$ cat src/rtl/perf_pkg.sv
// Shared definitions for the performance-counter dump controller:
// FSM state encoding and default bank geometry.
package perf_pkg;

   localparam int NUM_CTR_DEF = 7;
   localparam int CW_DEF      = 32;
   localparam int IW_DEF      = 3;

   typedef enum logic [1:0] {
      IDLE   = 2'd0,
      STREAM = 2'd1,
      CLEAR  = 2'd2
   } state_e;

endpackage

$ cat src/rtl/perf_counter_ctrl_if.sv
// Host-side request and beat-stream signals of perf_counter_ctrl.
// The master modport is the host; the slave modport is the controller.
interface perf_counter_ctrl_if
   import perf_pkg::*;
#(
   parameter int CW = CW_DEF,
   parameter int IW = IW_DEF
) ();

   logic          req_valid;
   logic          req_clear;
   logic          req_ready;
   logic          out_valid;
   logic          out_ready;
   logic [CW-1:0] out_data;
   logic [IW-1:0] out_idx;
   logic          out_last;

   modport master (
      output req_valid, req_clear, out_ready,
      input  req_ready, out_valid, out_data, out_idx, out_last
   );

   modport slave (
      input  req_valid, req_clear, out_ready,
      output req_ready, out_valid, out_data, out_idx, out_last
   );

endinterface

$ cat src/rtl/perf_counter_ctrl.sv
// Coherent snapshot of a counter bank streamed to the host one beat per counter,
// with optional clear strobe. Define PERF_CTRL_DELTA_EN to stream deltas since the previous capture.
module perf_counter_ctrl
   import perf_pkg::*;
#(
   parameter int NUM_CTR = NUM_CTR_DEF,
   parameter int CW      = CW_DEF,
   parameter int IW      = IW_DEF
) (
   input  logic                   clk,
   input  logic                   rst_n,
   input  logic [NUM_CTR*CW-1:0]  ctr_in,
   perf_counter_ctrl_if.slave     bus,
   output logic                   clr_pulse,
   output logic                   busy
);

   if ((2 ** IW) < NUM_CTR) begin : g_bad_iw
      $error("IW too narrow to index NUM_CTR counters");
   end

   localparam logic [IW-1:0] LAST_IDX = IW'(NUM_CTR - 1);

   state_e        state_q;
   logic [IW-1:0] idx_q;
   logic          clr_pend_q;
   logic          out_valid_q;
   logic          req_ready_q;
   logic          clr_pulse_q;
   logic          busy_q;
   logic [CW-1:0] snap_q [NUM_CTR];
   logic          capture;

   assign capture = (state_q == IDLE) && bus.req_valid;

   always_ff @(posedge clk or negedge rst_n) begin
      if (!rst_n) begin
         state_q     <= IDLE;
         idx_q       <= '0;
         clr_pend_q  <= 1'b0;
         out_valid_q <= 1'b0;
         req_ready_q <= 1'b1;
         clr_pulse_q <= 1'b0;
         busy_q      <= 1'b0;
      end else begin
         case (state_q)
            IDLE: begin
               if (bus.req_valid) begin
                  state_q     <= STREAM;
                  idx_q       <= '0;
                  clr_pend_q  <= bus.req_clear;
                  out_valid_q <= 1'b1;
                  req_ready_q <= 1'b0;
                  busy_q      <= 1'b1;
               end
            end
            STREAM: begin
               if (bus.out_ready) begin
                  if (idx_q == LAST_IDX) begin
                     out_valid_q <= 1'b0;
                     if (clr_pend_q) begin
                        state_q     <= CLEAR;
                        clr_pulse_q <= 1'b1;
                     end else begin
                        state_q     <= IDLE;
                        req_ready_q <= 1'b1;
                        busy_q      <= 1'b0;
                     end
                  end else begin
                     idx_q <= idx_q + IW'(1);
                  end
               end
            end
            CLEAR: begin
               state_q     <= IDLE;
               clr_pulse_q <= 1'b0;
               clr_pend_q  <= 1'b0;
               req_ready_q <= 1'b1;
               busy_q      <= 1'b0;
            end
            default: begin
               state_q     <= IDLE;
               out_valid_q <= 1'b0;
               clr_pulse_q <= 1'b0;
               req_ready_q <= 1'b1;
               busy_q      <= 1'b0;
            end
         endcase
      end
   end

   // NOTE: the snapshot bank is reset on purpose so out_data reads 0 until the first capture.
`ifdef PERF_CTRL_DELTA_EN
   // Delta is taken at capture time, so the stream path stays a plain mux.
   logic [CW-1:0] prev_q [NUM_CTR];

   always_ff @(posedge clk or negedge rst_n) begin
      if (!rst_n) begin
         for (int k = 0; k < NUM_CTR; k++) begin
            snap_q[k] <= '0;
            prev_q[k] <= '0;
         end
      end else if (capture) begin
         for (int k = 0; k < NUM_CTR; k++) begin
            snap_q[k] <= ctr_in[k*CW +: CW] - prev_q[k];
            prev_q[k] <= ctr_in[k*CW +: CW];
         end
      end else if (state_q == CLEAR) begin
         for (int k = 0; k < NUM_CTR; k++) begin
            prev_q[k] <= '0;
         end
      end
   end
`else
   always_ff @(posedge clk or negedge rst_n) begin
      if (!rst_n) begin
         for (int k = 0; k < NUM_CTR; k++) begin
            snap_q[k] <= '0;
         end
      end else if (capture) begin
         for (int k = 0; k < NUM_CTR; k++) begin
            snap_q[k] <= ctr_in[k*CW +: CW];
         end
      end
   end
`endif

   assign bus.req_ready = req_ready_q;
   assign bus.out_valid = out_valid_q;
   assign bus.out_idx   = idx_q;
   assign bus.out_data  = snap_q[idx_q];
   assign bus.out_last  = out_valid_q && (idx_q == LAST_IDX);
   assign clr_pulse     = clr_pulse_q;
   assign busy          = busy_q;

endmodule

$ cat src/flat_wrapper.sv
// flat-port wrapper written by rule: the top's interface ports become plain ports
module perf_counter_ctrl_flat import perf_pkg::*;
#(
   parameter int NUM_CTR = NUM_CTR_DEF,
   parameter int CW      = CW_DEF,
   parameter int IW      = IW_DEF
)
  (clk, rst_n, ctr_in, clr_pulse, busy, bus_req_valid, bus_req_clear, bus_out_ready, bus_req_ready, bus_out_valid, bus_out_data, bus_out_idx, bus_out_last);
  perf_counter_ctrl_if #(.CW(CW), .IW(IW)) bus_i ();
  input  logic clk;
  input  logic rst_n;
  input  logic [NUM_CTR*CW-1:0] ctr_in;
  output logic clr_pulse;
  output logic busy;
  input wire logic [$bits(bus_i.req_valid)-1:0] bus_req_valid;
  input wire logic [$bits(bus_i.req_clear)-1:0] bus_req_clear;
  input wire logic [$bits(bus_i.out_ready)-1:0] bus_out_ready;
  output wire logic [$bits(bus_i.req_ready)-1:0] bus_req_ready;
  output wire logic [$bits(bus_i.out_valid)-1:0] bus_out_valid;
  output wire logic [$bits(bus_i.out_data)-1:0] bus_out_data;
  output wire logic [$bits(bus_i.out_idx)-1:0] bus_out_idx;
  output wire logic [$bits(bus_i.out_last)-1:0] bus_out_last;
  assign bus_i.req_valid = bus_req_valid;
  assign bus_i.req_clear = bus_req_clear;
  assign bus_i.out_ready = bus_out_ready;
  assign bus_req_ready = bus_i.req_ready;
  assign bus_out_valid = bus_i.out_valid;
  assign bus_out_data = bus_i.out_data;
  assign bus_out_idx = bus_i.out_idx;
  assign bus_out_last = bus_i.out_last;
  perf_counter_ctrl #(.NUM_CTR(NUM_CTR), .CW(CW), .IW(IW)) u_core (.clk(clk), .rst_n(rst_n), .ctr_in(ctr_in), .bus(bus_i), .clr_pulse(clr_pulse), .busy(busy));
endmodule
$ cat config.mk
export PLATFORM = sky130hd
export DESIGN_NAME = perf_counter_ctrl_flat
export DESIGN_NICKNAME = d
export VERILOG_FILES = /design/src/rtl/perf_pkg.sv /design/src/rtl/perf_counter_ctrl_if.sv /design/src/rtl/perf_counter_ctrl.sv /design/src/flat_wrapper.sv
export SDC_FILE = /design/constraint.sdc
export NUM_CORES = 1
export LEC_CHECK = 0
export CAP_MARGIN = 20
export CORE_MARGIN = 8
export CORE_UTILIZATION = 40
export CTS_CLUSTER_DIAMETER = 80
export CTS_CLUSTER_SIZE = 20
export DETAILED_ROUTE_END_ITERATION = 7
export GPL_TIMING_DRIVEN = 0
export PLACE_DENSITY_LB_ADDON = 0.12
export RECOVER_POWER = 25
export SYNTH_ARGS = -nofsm -noshare
export SYNTH_HDL_FRONTEND = slang
export SYNTH_SLANG_ARGS = --single-unit
$ cat constraint.sdc
create_clock -name clk -period 2.1 [get_ports clk]
set_input_delay 0.42 -clock clk [delete_from_list [all_inputs] [get_ports clk]]
set_output_delay 0.42 -clock clk [all_outputs]
set_load 0.05 [all_outputs]
# After elaboration in Yosys (flattened, before gate mapping)
# Index checks and enable logic that the tools add are counted.
# op_classes
add_sub_neg	1
magnitude_cmp	1
eq_ne	9
n_mux	31
n_bitwise	3
reduce_logical	11
# op_table
cell	count
32-bit binary-select mux with 3-bit select	1
32-bit 2-to-1 mux	2
4-bit AND reduction	4
1-bit 2-to-1 mux	14
3-bit 2-to-1 mux	3
2-bit 2-to-1 mux	4
2-bit != test (second input constant)	4
1-bit case mux with 2 select lines	4
3-bit case mux with 2 select lines	1
4-bit greater-or-equal comparator (second input constant)	1
2-bit by 1-bit != test with 1-bit output (second input constant)	2
3-bit NOT with 4-bit output	1
2-bit case mux with 2 select lines	1
2-bit nonzero test	2
3-bit by 1-bit adder with 3-bit output (second input constant)	1
3-bit equality test (second input constant)	1
1-bit case mux with 3 select lines	1
3-bit AND reduction	1
2-bit by 1-bit equality test with 1-bit output (second input constant)	1
2-bit equality test (second input constant)	1
1-bit logical AND	2
2-bit logical NOT	1
1-bit NOT	2
2-bit AND reduction	1
# word_totals
ff_bits	234
in_bits	229
out_inout_bits	40
word_cells	70

# Depth between registers and ports, before layout
# Gate-level depths: netlist of the first run.
# depth
word_depth	4
ltp_mapped	6
mapped_depth_nobuf	5

# Worst setup path after synthesis of the first run
# Ideal clock, no wire load.
# synth_timing
path_kind	reg2out
startpoint	register u_core.idx_q[1] (netlist: u_core.bus.out_idx[1])
endpoint	output port bus_out_data[10]
arrival_ns	2.592
slack_ns	-0.912
path_stages_with_launch	6
path_buffers	3
cell_sequence	dfrtp_1 -> buf_4 -> buf_6 -> buf_4 -> mux2i_1 -> a221oi_1
# synth_between
elab_chain_cells	4
# synth_rtl
element	line	rtl
start, declared	perf_counter_ctrl.sv:25	logic [IW-1:0] idx_q;
start signal, assigned	perf_counter_ctrl.sv:70	idx_q <= idx_q + IW'(1);
3-bit NOT with 4-bit output (implied by the code)	perf_counter_ctrl.sv:131	assign bus.out_data = snap_q[idx_q];
32-bit binary-select mux with 3-bit select	perf_counter_ctrl.sv:131	
32-bit 2-to-1 mux (implied by the code) (2 in series)	perf_counter_ctrl.sv:131	
end, declared	flat_wrapper.sv:20	output wire logic [$bits(bus_i.out_data)-1:0] bus_out_data;
# No other way between the ends. The select of a mux whose other input is x is not followed.

# Worst setup path after layout of the first run
# layout_timing
startpoint	register u_core.idx_q[1] (netlist: u_core.bus.out_idx[1])
endpoint	output port bus_out_data[5]
# Same word-level chain as after synthesis.

==> results of run 1 <==
-- through the flow --
step / power (W) / instance area, um2 / hold WS [ns]
2_1_floorplan: 0.0170 / 11100 / 0.124
3_3_place_gp: 0.0207 / 14200 / 0.466
3_5_place_dp: 0.0209 / 14300 / 0.330
4_1_cts: 0.0258 / 15400 / 0.404
5_1_grt: 0.0275 / 15700 / 0.420
6_report: 0.0261 / 15700 / 0.404
-- cells by family (layout without fill, tap and decap cells) --
family          after synthesis  in the layout  synth area share [%]
buf+inv                      57            359                  3.88
other cells                   0              1                     0
simple gates                 24             24                  1.38
compound gates               80             80                  6.30
fa+ha+maj                     2              2                 0.235
flops                       234            234                  55.1
mux                         320            320                  33.1
-- layout by cell type, fill, tap and decap left out, types with 3 or more instances in the layout --
cell / instances
dfrtp_1: 230
clkbuf_4: 5
nor2b_1: 3
nand2_1: 3
nand3_1: 5
dlygate4sd2_1: 6
clkbuf_8: 8
clkbuf_1: 3
mux2_1: 104
mux2i_2: 10
buf_4: 5
a221oi_2: 29
buf_2: 6
mux2i_1: 54
clkdlybuf4s50_1: 227
mux2_2: 136
o21ai_0: 4
mux2_4: 16
buf_6: 54
dfrtp_2: 3
clkbuf_16: 21
buf_16: 4
a221oi_4: 35
buf_12: 11
-- cell usage after synthesis (2+ instances only) --
master | number | share of area, %
mux2_1 | 104 | 11
nor2b_1 | 4 | 0.24
ha_1 | 2 | 0.24
a21oi_1 | 2 | 0.094
nor2_1 | 4 | 0.14
dfrtp_1 | 233 | 55
o22ai_1 | 2 | 0.12
a221oi_1 | 64 | 5.3
mux2_2 | 152 | 16
nand2_1 | 3 | 0.11
inv_1 | 3 | 0.11
buf_4 | 7 | 0.49
o21ai_0 | 4 | 0.19
clkbuf_1 | 13 | 0.46
buf_2 | 12 | 0.56
buf_6 | 21 | 2.2
and3_1 | 2 | 0.12
nand3_1 | 5 | 0.24
mux2i_1 | 64 | 6.0
or3_1 | 2 | 0.12
-- report_power, final --
group          internal [W]  leakage, nW  switching (W)
Clock               0.00134        0.198        0.00150
Sequential          0.00680         2.76        0.00132
Combinational       0.00725         3.36        0.00789
Total                0.0154         6.31         0.0107
-- flip-flops by register name, indices dropped and copies added, names as in the netlist --
register	cells
u_core.clr_pulse	1
u_core.bus.out_idx	3
u_core.bus.req_ready	1
u_core.clr_pend_q	1
u_core.busy	1
u_core.bus.out_valid	1
u_core.snap_q	224
u_core.state_q	2
-- what timing repair did --
| item | CTS | global route |
|---|---|---|
| endpoints found under the hold margin | 43 | 0 |
| buffers inserted | 4 | 1 |
| setup endpoints to repair | 41 | 34 |
| cloned | 2 | 5 |
| hold buffers | 1 | 0 |
| gates resized for setup | 354 | 20 |
| pin swaps | 21 | 21 |
-- final timing paths --
kind,to,slack [ns]
max in group asynchronous,u_core.snap_q[190]$_DFFE_PN0P_,0.14
worst max register to register,u_core.snap_q[114]$_DFFE_PN0P_,0.31
min in group clk,u_core.snap_q[171]$_DFFE_PN0P_,0.49
worst min-delay path,u_core.snap_q[200]$_DFFE_PN0P_,0.40
worst max-delay path,bus_out_data[5],-0.40
worst min register to register,u_core.snap_q[171]$_DFFE_PN0P_,0.49
-- routing by layer --
metal / track usage [%] / up-vias / share of wire, %
li1: - / 3306 / -
met1: 28.2 / 3683 / 46
met2: 33.1 / 171 / 48
met3: 3.92 / 27 / 5.1
met4: 3.27 / 2 / 1.3
met5: 0 / - / 0.039
-- cell type report --
class	instances	area, um2	share of cell area (%)
Clock inverter	1	5.00	0.0319
Clock buffer	18	397	2.53
Tap cell	335	419	2.67
Buffer	53	674	4.30
Inverter	4	22.5	0.144
Antenna cell	1	2.50	0.0160
Sequential cell	234	5860	37.4
Multi-Input combinational cell	426	5300	33.8
Timing Repair Buffer	283	3000	19.1
-- worst max-delay path, delay by kind of cell, from the launching register on --
| family | cells | cell delay (ns) |
|---|---|---|
| buffers and inverters | 4 | 0.67 |
| flip-flops | 1 | 0.44 |
| AO/OA/AOI/OAI | 1 | 0.32 |
| multiplexers | 1 | 0.17 |
==> impl_metrics.csv, run 1 <==
group,metric,value,unit
clocking,root_buffer_cell,"clkbuf_16",
timing,unrepaired_setup_endpoints_after_global_routing,"yes",
worst_setup_path,critPathLaunch,"u_core.bus.out_idx[1]$_DFFE_PN0P_",
detailed_routing,post-route-drc-count,0,
worst_setup_path,worstPathRequired,1.68,ns
cells_and_area,final_nets,1248,
timing,worst_pin_slew,0.897,ns
detailed_routing,routedWlPerCell,24.7,um
worst_setup_path,critical_path.reg2reg.startpoint,"u_core.state_q[0]$_DFFE_PN0P_",
detailed_routing,dr_total_vias,7189,
placed_design,io_buffer_count,268,
clocking,tritoncts,"yes",
clocking,cts-htree-levels,1,
timing,setup_ws,-0.395,ns
worst_setup_path,crit_path_cell_trace,"buf_12, buf_12, buf_12, mux2i_2, a221oi_4, buf_6",
detailed_routing,detail_route.iter0.violations,399,
global_routing,global_route_wire_length_before_repair,49.3,mm
outcome,violations,"setup timing",
synth,synthesis.area,10600,um2
detailed_routing,drt_pass1_iterations,4,
synth,synth_warnings,0,
placed_design,pre_cts_ws,-1.24,ns
power,power_density,1660,nW/um2
synth,synth_cell_types,34,
synth,synthCells,717,
floorplan,die-area,32100,um2
cells_and_area,core_util_final,60.1,%
synth,synth-edff-count,0,
cells_and_area,fill_cells,2047,
worst_hold_path,class_of_the_most_critical_hold_timing_path,"primary input to asynchronous set/reset pin",
power,leakage_power,6.31,nW
synth,postSynth.asyncResetShare,100,%
clocking,clk_slew_on_worst_s_h_paths,0.08,ns
job,max_cap_violations,0,
placed_design,gp_congestion,0.742,
power,vdd_drop_max,1190,uV
synth,syn-mean-instance-area,14.8,um2
floorplan,die_x,179,um
timing,post-route-min-period,2.50,ns
cells_and_area,post_layout_nonfiller_instances,1355,
floorplan,rows,59,
synth,yosysSeqAreaShare,55.1,%
detailed_routing,postRouteAntennaNets,0,
floorplan,io_pins,269,
floorplan,die_height,179,um
worst_setup_path,startpoint_type,"flip-flop",
global_routing,grt_pass1_vias,7981,
synth,synth_nets,948,
worst_setup_path,timing.critical_path.slowest_cell_delay,0.44,ns
worst_setup_path,worstRegToRegCells,6,
clocking,cts-root-to-sink-buffers,3,
timing,period_share,119,%
detailed_routing,drt-total-wl,33.5,mm
global_routing,number_of_antenna_violations_at_the_first_check_in_global_routing,2,
worst_setup_path,cp_common_cell,"buf_12",
synth,ys_dominant_reg_cell,"dfrtp_1",
worst_setup_path,worstPathMaxFanout,11,
global_routing,grt_start_max_net_pins,100,
placed_design,post-dp-hpwl,23.9,mm
timing,slew_violations,0,
clocking,clock_latency,0.48,ns
placed_design,dpl.cell_count,1322,
timing,fin_skew,0.0118,ns
worst_setup_path,crit_path_kind,"flip-flop to output port",
worst_setup_path,critPathArrivalTime,2.08,ns
timing,fmaxAchievable,401,MHz
clocking,clock_buffers_created_by_tritoncts,15,
clocking,tritoncts_num_sinks,234,
worst_setup_path,slowest_stage,"dfrtp_2",
timing,slew_headroom,40.2,%
floorplan,core_region_area,26100,um2
floorplan,initial_standard_cell_utilization_of_the_core,40.8,%
timing,setup-violations-final,33,
global_routing,grt.overflow.total,0,
global_routing,grt_util_all_layers,20.3,%
cells_and_area,drive_above_1_share,35.0,%
outcome,run_status,"finished, violations left",
timing,total_negative_slack,-11.50,ns
timing,final_hold_violating_endpoints,0,
synth,synth.ff_latch_count,234,
cells_and_area,flow.area_growth_from_synthesis,47.4,%
worst_setup_path,worstSetupEndpointType,"output port",
detailed_routing,drt-vias-per-instance,5.31,
Power figures use the tool's default switching activity.
==> run 2, diff against run 1 <==
--- a/config.mk
+++ b/config.mk
@@ -7,11 +7,12 @@
 export LEC_CHECK = 0
 export CAP_MARGIN = 20
 export CORE_MARGIN = 8
-export CORE_UTILIZATION = 40
+export CORE_UTILIZATION = 50
 export CTS_CLUSTER_DIAMETER = 80
 export CTS_CLUSTER_SIZE = 20
 export DETAILED_ROUTE_END_ITERATION = 7
 export GPL_TIMING_DRIVEN = 0
+export MAX_ROUTING_LAYER = met4
 export PLACE_DENSITY_LB_ADDON = 0.12
 export RECOVER_POWER = 25
 export SYNTH_ARGS = -nofsm -noshare
==> impl_metrics.csv, run 2 (synthesis gave the netlist of run 1 again) <==
group,metric,value,unit
outcome,run_status,"finished, violations left",
outcome,violations,"setup timing",
global_routing,grt.overflow.total,0,
global_routing,grt.met2_usage,39.8,%
timing,setup_ws,-0.476,ns
floorplan,die_x,162,um
power,power_frac_seq,30.8,%
global_routing,grt_util_met1,32.4,%
power,share_clk_of_total_power,10.6,%
global_routing,number_of_antenna_violations_at_the_first_check_in_global_routing,4,
timing,slew_headroom,27.6,%
timing,post-route-min-period,2.58,ns
detailed_routing,drt-vias-per-instance,5.55,
worst_setup_path,worstPathRequired,1.68,ns
global_routing,grt_start_max_net_pins,102,
cells_and_area,most_common_library_cell_in_the_layout_ignoring_fill_and_taps,"dfrtp_1",
clocking,clk_slew_on_worst_s_h_paths,0.08,ns
placed_design,post-dp-hpwl,23.6,mm
timing,period_share,123,%
clocking,cts-root-to-sink-buffers,3,
detailed_routing,detail_route.iter0.violations,308,
power,internal_power,0.0154,W
floorplan,die_height,162,um
cells_and_area,most-common-layout-cells,"dfrtp_1, clkdlybuf4s50_1, mux2_2, mux2_1, mux2i_1",
clocking,tritoncts,"yes",
cells_and_area,flow.area_growth_from_synthesis,47.0,%
clocking,clock_latency,0.49,ns
placed_design,io_buffer_count,268,
cells_and_area,largest_register_ff_count,224,
global_routing,grt_pass1_vias,8277,
power,leakage_power,6.32,nW
placed_design,gp_congestion,0.813,
detailed_routing,post-route-drc-count,0,
worst_hold_path,class_of_the_most_critical_hold_timing_path,"flip-flop to flip-flop",
power,power.share.switching,42.0,%
global_routing,grt_util_all_layers,24.9,%
floorplan,die-area,26200,um2
timing,worst_pin_slew,1.09,ns
floorplan,io_pins,269,
worst_setup_path,crit_path_kind,"flip-flop to output port",
timing,fmaxAchievable,388,MHz
worst_setup_path,slowest_stage,"dfrtp_2",
worst_setup_path,critPathArrivalTime,2.16,ns
clocking,tritoncts_num_sinks,234,
cells_and_area,drive_above_1_share,34.8,%
global_routing,use_met3,4.68,%
placed_design,pre_cts_ws,-1.13,ns
power,power_density,1700,nW/um2
worst_setup_path,worstPathMaxFanout,10,
timing,slew_violations,0,
cells_and_area,largest_register,"u_core.snap_q",
detailed_routing,drt-total-wl,32.0,mm
detailed_routing,postRouteAntennaNets,0,
detailed_routing,drt_pass1_iterations,4,
clocking,cts-htree-levels,1,
timing,setup-violations-final,129,
clocking,root_buffer_cell,"clkbuf_16",
floorplan,rows,53,
global_routing,routing_layer_with_the_top_usage_in_global_route,"met2",
worst_setup_path,startpoint_type,"flip-flop",
worst_setup_path,worstSetupEndpointType,"output port",
detailed_routing,dr_total_vias,7219,
power,fin_total_pwr,0.0266,W
power,share_of_power_burned_in_combinational_logic,58.6,%
cells_and_area,final_nets,1249,
job,max_cap_violations,0,
power,vdd_drop_max,1020,uV
global_routing,global_route_wire_length_before_repair,49.1,mm
worst_setup_path,timing.critical_path.slowest_cell_delay,0.40,ns
power,netSwitchingPower,0.0111,W
floorplan,core_region_area,21000,um2
floorplan,initial_standard_cell_utilization_of_the_core,50.7,%
timing,fin_skew,0.0168,ns
timing,total_negative_slack,-17.59,ns
timing,unrepaired_setup_endpoints_after_global_routing,"yes",
worst_setup_path,crit_path_cell_trace,"buf_12, buf_12, mux2_2, a221oi_4, a221oi_4, buf_6",
clocking,clock_buffers_created_by_tritoncts,15,
timing,final_hold_violating_endpoints,0,
detailed_routing,routedWlPerCell,24.6,um
cells_and_area,fill_cells,1389,
## run 2: layer usage
metal	wire length, um	vias up
li1	-	3299
met1	14400	3692
met2	15400	187
met3	1560	41
met4	697	0
met5	0	-
## run 2: power groups by stage
stage / clock network [W] / registers (W) / logic [W]
floorplan: 0 / 0.00786 / 0.00916
global placement: 0 / 0.00796 / 0.0128
detailed placement: 0 / 0.00806 / 0.0131
CTS: 0.00289 / 0.00813 / 0.0153
global route: 0.00303 / 0.00844 / 0.0163
finish: 0.00283 / 0.00817 / 0.0156
## run 2: area by class of cell
class / instances / area, um2 / area share, %
clock buffers: 17 / 383 / 2.45
diodes: 5 / 12.5 / 0.0800
clock inverters: 2 / 16.3 / 0.104
plain buffers: 53 / 674 / 4.31
inverters: 4 / 22.5 / 0.144
repair buffers: 284 / 2940 / 18.8
flip-flops and latches: 234 / 5860 / 37.5
multi-input cells: 426 / 5380 / 34.4
well taps: 275 / 344 / 2.20
## run 2: worst max-delay path, delay by kind of cell, from the launching register on
family                 cells  cell delay, ns
buffers and inverters      3            0.48
flip-flops                 1            0.40
multiplexers               1            0.37
AO/OA/AOI/OAI              2            0.41
## run 2: path summary, 6_finish.rpt
| kind | from | end | slack (ns) | depth (start not counted) |
|---|---|---|---|---|
| setup / recovery | u_core.bus.out_idx[1]$_DFFE_PN0P_ | bus_out_data[13] | -0.48 | 6 |
| hold / removal | u_core.snap_q[166]$_DFFE_PN0P_ | u_core.snap_q[166]$_DFFE_PN0P_ | 0.49 | 1 |
| setup reg to reg | u_core.bus.out_idx[0]$_DFFE_PN0P_ | u_core.bus.out_idx[1]$_DFFE_PN0P_ | 0.25 | 8 |
| hold reg to reg | u_core.snap_q[166]$_DFFE_PN0P_ | u_core.snap_q[166]$_DFFE_PN0P_ | 0.49 | 1 |
| max in group asynchronous | rst_n | u_core.snap_q[54]$_DFFE_PN0P_ | -0.09 | 4 |
| min in group asynchronous | rst_n | u_core.snap_q[137]$_DFFE_PN0P_ | 0.66 | 2 |
## run 2: stage by stage
step | cells | hold WS [ns] | utilization, % | instance area (um2)
floorplan | 717 | 0.124 | - | 11100
global placement | 1260 | 0.466 | 67.5 | 14100
detailed placement | 1262 | 0.324 | 67.8 | 14200
CTS | 1291 | 0.393 | 74.0 | 15500
global route | 1299 | 0.500 | 74.6 | 15600
finish | 1300 | 0.487 | 74.6 | 15600
## run 2: repair_timing
item,4_1_cts,5_1_grt
setup endpoints to repair,38,35
buffers inserted,8,2
hold buffers,1,0
hold endpoints to repair,41,0
cloned,1,2
resized for setup,362,16
pin swaps,25,27
